**config.mk**
```make
export PLATFORM = sky130hd
export DESIGN_NAME = sub_bytes_ctrl_flat
export DESIGN_NICKNAME = d
export VERILOG_FILES = /design/src/rtl/sub_bytes_ctrl_if.sv /design/src/rtl/sub_bytes_ctrl.sv /design/src/flat_wrapper.sv
export SDC_FILE = /design/constraint.sdc
export NUM_CORES = 1
export LEC_CHECK = 0
export ABC_AREA = 1
export CORE_UTILIZATION = 64
export CTS_CLUSTER_DIAMETER = 200
export DETAILED_ROUTE_END_ITERATION = 10
export DONT_BUFFER_PORTS = 1
export PLACE_DENSITY = 0.88
export SLEW_MARGIN = 25
export SYNTH_ARGS = -nofsm -noshare
export SYNTH_HDL_FRONTEND = slang
export SYNTH_SLANG_ARGS = --single-unit
```
**constraint.sdc**
```tcl
create_clock -name clk -period 2.8 [get_ports clk]
set_clock_uncertainty 0.2 [all_clocks]
set_input_delay 0.42 -clock clk [delete_from_list [all_inputs] [get_ports clk]]
set_output_delay 0.42 -clock clk [all_outputs]
set_load 0.02 [all_outputs]
```
**src/rtl/sub_bytes_ctrl_if.sv**
```systemverilog
// Bundle of every signal between the SubBytes sequencer and its neighbours:
// the upstream state strobe, the shared sbox request/response port and the
// downstream ShiftRows result.
//
// Handshake semantics (single reference for all strobes on this bundle):
//   - state_in_vld is a 1-cycle start strobe. It is honoured only when sb_ready=1.
//     While sb_ready=0 it is dropped with no effect.
//   - sub_bytes_val_vld is a 1-cycle request strobe. It is issued only in a cycle
//     after sbox_available was seen high. It is never retracted or repeated,
//     except as a re-request after a response timeout.
//   - sub_bytes_sbox_data_vld is a 1-cycle response strobe. It is consumed only
//     while a request is outstanding and is ignored otherwise.
//   - state_out_vld is a 1-cycle result strobe with no back-pressure. state_out
//     keeps its value between strobes.
interface sub_bytes_ctrl_if #(
    parameter int WORD_W    = 32,
    parameter int NUM_WORDS = 4
);
    localparam int STATE_W = WORD_W * NUM_WORDS;

    logic [STATE_W-1:0] state_in;
    logic               state_in_vld;
    logic               sb_ready;
    logic               sbox_available;
    logic [WORD_W-1:0]  sub_bytes_val;
    logic               sub_bytes_val_vld;
    logic [WORD_W-1:0]  sub_bytes_sbox_data;
    logic               sub_bytes_sbox_data_vld;
    logic [STATE_W-1:0] state_out;
    logic               state_out_vld;
    logic               sb_err;
    logic [1:0]         dbg_state;

    // master: the sequencer itself
    modport master (
        input  state_in, state_in_vld, sbox_available,
               sub_bytes_sbox_data, sub_bytes_sbox_data_vld,
        output sb_ready, sub_bytes_val, sub_bytes_val_vld,
               state_out, state_out_vld, sb_err, dbg_state
    );

    // slave: the environment (upstream, sbox_lut, ShiftRows)
    modport slave (
        output state_in, state_in_vld, sbox_available,
               sub_bytes_sbox_data, sub_bytes_sbox_data_vld,
        input  sb_ready, sub_bytes_val, sub_bytes_val_vld,
               state_out, state_out_vld, sb_err, dbg_state
    );
endinterface

```
**src/rtl/sub_bytes_ctrl.sv**
```systemverilog
// SubBytes sequencer.
// It takes a 128-bit AES state and sends it to the shared sbox_lut as four
// 32-bit words, most significant word first. It reassembles the substituted
// words in the same byte order and then raises a single result strobe.
// It uses the sbox only when sbox_available says key expansion is not using it.
// A missing response is re-requested after TIMEOUT cycles, and sticky sb_err
// records that this happened.
module sub_bytes_ctrl #(
    parameter int WORD_W    = 32,
    parameter int NUM_WORDS = 4,
    parameter int TIMEOUT   = 15
) (
    input  logic             clk,
    input  logic             reset,
    sub_bytes_ctrl_if.master bus
);
    localparam int STATE_W = WORD_W * NUM_WORDS;
    localparam int LSB_W   = $clog2(STATE_W);

    localparam logic [1:0] LAST_WORD    = 2'(NUM_WORDS - 1);
    localparam logic [3:0] TIMEOUT_CNT  = 4'(TIMEOUT);

    typedef enum logic [1:0] {
        IDLE  = 2'd0,
        ISSUE = 2'd1,
        WAIT  = 2'd2,
        DONE  = 2'd3
    } state_e;

    state_e             state_q, state_d;
    logic [1:0]         cnt_q, cnt_d;
    logic [3:0]         wait_cnt_q, wait_cnt_d;
    logic [STATE_W-1:0] in_q, in_d;
    logic [WORD_W-1:0]  val_q, val_d;
    logic               val_vld_q, val_vld_d;
    logic [STATE_W-1:0] out_q, out_d;
    logic               out_vld_q, out_vld_d;
    logic               err_q, err_d;

    logic [LSB_W-1:0]   word_lsb;
    logic [3:0]         wait_inc;

    // Word 0 sits at the top of the state, so the bit offset counts down as cnt rises
    assign word_lsb = LSB_W'((NUM_WORDS - 1 - int'(cnt_q)) * WORD_W);
    assign wait_inc = wait_cnt_q + 4'd1;

    // Next-state and next-output logic of the sequencer
    always_comb begin
        state_d    = state_q;
        cnt_d      = cnt_q;
        wait_cnt_d = wait_cnt_q;
        in_d       = in_q;
        val_d      = val_q;
        val_vld_d  = 1'b0;
        out_d      = out_q;
        out_vld_d  = 1'b0;
        err_d      = err_q;
        case (state_q)
            IDLE: begin
                if (bus.state_in_vld) begin
                    in_d    = bus.state_in;
                    cnt_d   = 2'd0;
                    state_d = ISSUE;
                end
            end
            ISSUE: begin
                // Key expansion owns the sbox while sbox_available is low
                if (bus.sbox_available) begin
                    val_d      = in_q[word_lsb +: WORD_W];
                    val_vld_d  = 1'b1;
                    wait_cnt_d = 4'd0;
                    state_d    = WAIT;
                end
            end
            WAIT: begin
                // A response takes priority over a timeout in the same cycle
                if (bus.sub_bytes_sbox_data_vld) begin
                    out_d[word_lsb +: WORD_W] = bus.sub_bytes_sbox_data;
                    if (cnt_q == LAST_WORD) begin
                        state_d = DONE;
                    end else begin
                        cnt_d   = cnt_q + 2'd1;
                        state_d = ISSUE;
                    end
                end else begin
                    wait_cnt_d = wait_inc;
                    if (wait_inc == TIMEOUT_CNT) begin
                        err_d   = 1'b1;
                        state_d = ISSUE;
                    end
                end
            end
            DONE: begin
                out_vld_d = 1'b1;
                state_d   = IDLE;
            end
            default: state_d = IDLE;
        endcase
    end

    // State and registered outputs, cleared asynchronously by reset
    always_ff @(posedge clk or negedge reset) begin
        if (!reset) begin
            state_q    <= IDLE;
            cnt_q      <= 2'd0;
            wait_cnt_q <= 4'd0;
            in_q       <= '0;
            val_q      <= '0;
            val_vld_q  <= 1'b0;
            out_q      <= '0;
            out_vld_q  <= 1'b0;
            err_q      <= 1'b0;
        end else begin
            state_q    <= state_d;
            cnt_q      <= cnt_d;
            wait_cnt_q <= wait_cnt_d;
            in_q       <= in_d;
            val_q      <= val_d;
            val_vld_q  <= val_vld_d;
            out_q      <= out_d;
            out_vld_q  <= out_vld_d;
            err_q      <= err_d;
        end
    end

    assign bus.sb_ready          = (state_q == IDLE);
    assign bus.sub_bytes_val     = val_q;
    assign bus.sub_bytes_val_vld = val_vld_q;
    assign bus.state_out         = out_q;
    assign bus.state_out_vld     = out_vld_q;
    assign bus.sb_err            = err_q;
    assign bus.dbg_state         = state_q;
endmodule

```
**src/flat_wrapper.sv**
```systemverilog
// flat-port wrapper written by rule: the top's interface ports become plain ports
module sub_bytes_ctrl_flat 
#(
    parameter int WORD_W    = 32,
    parameter int NUM_WORDS = 4,
    parameter int TIMEOUT   = 15
)
  (clk, reset, bus_state_in, bus_state_in_vld, bus_sbox_available, bus_sub_bytes_sbox_data, bus_sub_bytes_sbox_data_vld, bus_sb_ready, bus_sub_bytes_val, bus_sub_bytes_val_vld, bus_state_out, bus_state_out_vld, bus_sb_err, bus_dbg_state);
  sub_bytes_ctrl_if #(.WORD_W(WORD_W), .NUM_WORDS(NUM_WORDS)) bus_i ();
  input  logic clk;
  input  logic reset;
  input wire logic [$bits(bus_i.state_in)-1:0] bus_state_in;
  input wire logic [$bits(bus_i.state_in_vld)-1:0] bus_state_in_vld;
  input wire logic [$bits(bus_i.sbox_available)-1:0] bus_sbox_available;
  input wire logic [$bits(bus_i.sub_bytes_sbox_data)-1:0] bus_sub_bytes_sbox_data;
  input wire logic [$bits(bus_i.sub_bytes_sbox_data_vld)-1:0] bus_sub_bytes_sbox_data_vld;
  output wire logic [$bits(bus_i.sb_ready)-1:0] bus_sb_ready;
  output wire logic [$bits(bus_i.sub_bytes_val)-1:0] bus_sub_bytes_val;
  output wire logic [$bits(bus_i.sub_bytes_val_vld)-1:0] bus_sub_bytes_val_vld;
  output wire logic [$bits(bus_i.state_out)-1:0] bus_state_out;
  output wire logic [$bits(bus_i.state_out_vld)-1:0] bus_state_out_vld;
  output wire logic [$bits(bus_i.sb_err)-1:0] bus_sb_err;
  output wire logic [$bits(bus_i.dbg_state)-1:0] bus_dbg_state;
  assign bus_i.state_in = bus_state_in;
  assign bus_i.state_in_vld = bus_state_in_vld;
  assign bus_i.sbox_available = bus_sbox_available;
  assign bus_i.sub_bytes_sbox_data = bus_sub_bytes_sbox_data;
  assign bus_i.sub_bytes_sbox_data_vld = bus_sub_bytes_sbox_data_vld;
  assign bus_sb_ready = bus_i.sb_ready;
  assign bus_sub_bytes_val = bus_i.sub_bytes_val;
  assign bus_sub_bytes_val_vld = bus_i.sub_bytes_val_vld;
  assign bus_state_out = bus_i.state_out;
  assign bus_state_out_vld = bus_i.state_out_vld;
  assign bus_sb_err = bus_i.sb_err;
  assign bus_dbg_state = bus_i.dbg_state;
  sub_bytes_ctrl #(.WORD_W(WORD_W), .NUM_WORDS(NUM_WORDS), .TIMEOUT(TIMEOUT)) u_core (.clk(clk), .reset(reset), .bus(bus_i));
endmodule
```
==> qor.txt <==
Vias in the first global route: 11620
Hold Worst Slack: -0.6357 ns
CTS Sinks: 299
Gr usage total: 39.88%
Largest net degree at the start of global routing: 300
Post CTS Setup Buffer Count: 0
Total number of vias: 11350
Placement Setup Slack: 0.5422 ns
Final TNS setup: 0 ns
Worst-skew pair later-pin latency: 0.54 ns
Starting Density: 65.36%
Failing checks: hold timing
# rows: 52
DRC viols: 0
Fin crit share: 86.94%
Worst hold path class: input pin to asynchronous set/reset pin
Final setup fails: 0
Status: finished with violations
Port buffer count: 0
Final Hold Fails: 299
H-tree Lvls: 1
GRT overflow: 0
CTS buffer count: 30
Slew margin rel.: 26.29%
Synth unique cells: 30
Ys Warns: 0
Initial DRC Count: 1105
WP data required: 3.01 ns
I/O pins: 331
Hpwl dp: 21380 um
CTS tree: yes
Fin worst setup slack: 0.3658 ns
Worst Setup Start Kind: flip-flop
Root Driver: clkbuf_16
RSZ-0062 raised after global routing: false
Commonest non-fill, non-tap cell in the layout: dfrtp_1
Slew Viols, Final: 0
Final Critical Period: 2.434 ns
Synth Instances: 1310
Clk buf depth: 3
Pwr Density: 1068 mW/mm^2
CP max FO: 19
Share of layout cells above drive strength 1: 15.24%
Die Wd: 146.0 um
Worst path arrival time: 2.65 ns
Leak: 7.670 nW
Max_cap viols: 0
Detailed Routing Iterations Pass 1: 6
Antenna Nets Post-Route: 0
Syn_nets: 1482
Wirelength per Cell: 24.60 um
FF+latch count, synth: 299
GP Congestion: 0.8714
Via/cell ratio: 6.582
DRT Wirelength: 42400 um
Fmax: 410.8 MHz
CP Class: flip-flop to flip-flop
Area growth, synth to finish: 19.61%
Cell Area, Synth: 0.01327 sq mm
Initial antenna violation count: 4
Syn_area_per_cell: 10.13 sq um
Resized Gates After CTS: 0
Commonest non-fill, non-tap cells in the layout: dfrtp_1 (298), nand2_1 (239), dlygate4sd3_1 (164)
First-pass GRT wire length: 66050 um
Worst-case vdd ir drop: 0.7963 mV
CTS clk-pin slew, worst paths: 0.07 ns
Core Box Area: 0.02030 sq mm
Die Ht: 146.0 um
Post-CTS Hold Fix Bufs: 164
Final nets: 1601
Die area: 0.02131 sq mm
Worst slew pin tran: 1.106 ns
Setup crit end kind: flip-flop
Register area share after synthesis: 56.39%
==> worst paths after layout <==
path	start	endpoint	slack, ns	cells past startpoint
worst max-delay path	u_core.bus.dbg_state[1]	u_core.bus.sub_bytes_val[9]	0.37	6
worst min-delay path	reset	u_core.in_q[108]	-0.64	0
worst max register to register	u_core.bus.dbg_state[1]	u_core.bus.sub_bytes_val[9]	0.37	6
worst min register to register	u_core.in_q[39]	u_core.in_q[39]	0.31	1
max in group asynchronous	reset	u_core.cnt_q[0]	2.04	0
min in group clk	bus_sub_bytes_sbox_data_vld	u_core.cnt_q[0]	0.04	3
==> kinds of logic (layout without fill, tap and decap cells) <==
logic type / Yosys count / count (layout) / share of synthesized area [%]
other cells: 0 / 4 / 0
compound gates: 237 / 237 / 9.874
simple gates: 483 / 483 / 16.06
buf+inv: 158 / 298 / 6.318
flops: 299 / 299 / 56.39
mux: 126 / 126 / 10.69
fa+ha+maj: 7 / 7 / 0.6601
==> registers in the layout, summed over array words and instances, names as in the netlist <==
name and count:
u_core.bus.state_out 128, u_core.in_q 128, u_core.bus.sub_bytes_val 32, u_core.wait_cnt_q 4, u_core.bus.dbg_state 2, u_core.cnt_q 2, u_core.bus.sb_err 1, u_core.bus.state_out_vld 1
u_core.bus.sub_bytes_val_vld 1
==> critical path: stages (launching register included) <==
cell and delay (ns):
dfrtp_1 0.58, nor2_1 0.16, nand2_2 0.10, clkinv_1 0.57, buf_4 0.45, nand2_1 0.13
nand2_1 0.10
==> report_power, final <==
part,total (mW),leakage [nW],switching [mW],internal [mW]
Combinational,5.09,3.40,3.14,1.95
Clock,4.03,0.472,1.69,2.34
Sequential,7.83,3.79,1.97,5.86
==> synth_stat cells <==
cell type / n / area (sq um)
dfrtp_1: 299 / 7482
nand2_1: 239 / 897.1
mux2_2: 119 / 1340
nor2_1: 99 / 371.6
o21ai_0: 92 / 460.4
o21ai_1: 86 / 430.4
nand3_1: 70 / 350.3
nand4_1: 65 / 406.6
inv_1: 52 / 195.2
clkbuf_1: 40 / 150.1
o22ai_1: 32 / 200.2
buf_6: 24 / 270.3
buf_2: 23 / 115.1
o21ai_2: 20 / 175.2
buf_4: 9 / 67.56
ha_1: 7 / 87.58
mux2_1: 7 / 78.83
buf_1: 6 / 22.52
nor2_4: 5 / 56.30
a21oi_1: 3 / 15.01
nand2_2: 3 / 18.77
inv_2: 2 / 7.510
a31oi_1: 1 / 6.260
clkinv_1: 1 / 3.750
inv_4: 1 / 6.260
nand2_8: 1 / 20.02
nor3_2: 1 / 10.01
o211ai_1: 1 / 7.510
o21a_1: 1 / 7.510
o21bai_1: 1 / 7.510
==> layout make-up <==
| class | count | area [sq um] |
|---|---|---|
| multi-input cells | 853 | 4959 |
| inverters | 56 | 215.2 |
| clock inverters | 5 | 75.07 |
| repair buffers | 189 | 1899 |
| well taps | 270 | 337.8 |
| flip-flops and latches | 299 | 7483 |
| clock buffers | 48 | 889.6 |
| fillers | 1070 | 4431 |
| diodes | 4 | 10.01 |
==> stage by stage <==
stage / hold WS (ns) / cell area, sq um / power [mW] / instances / utilization, %
CTS: -0.6448 / 15860 / 16.18 / 1720 / 78.13
floorplan: -0.07559 / 13270 / 10.84 / 1310 / -
finish: -0.6357 / 15870 / 16.95 / 1724 / 78.17
detailed placement: -0.07019 / 13250 / 11.93 / 1503 / 65.29
global placement: -0.06901 / 13240 / 11.65 / 1502 / 65.21
global route: -0.6440 / 15870 / 17.46 / 1724 / 78.17
==> layer usage <==
layer | vias up | global-route usage [%] | wire, um
li1 | 4702 | - | -
met1 | 5436 | 47.78 | 14310
met2 | 1015 | 66.60 | 20570
met3 | 195 | 10.34 | 5195
met4 | 0 | 20.99 | 2334
met5 | - | 0 | 0
(Power assumes the default switching activity.)
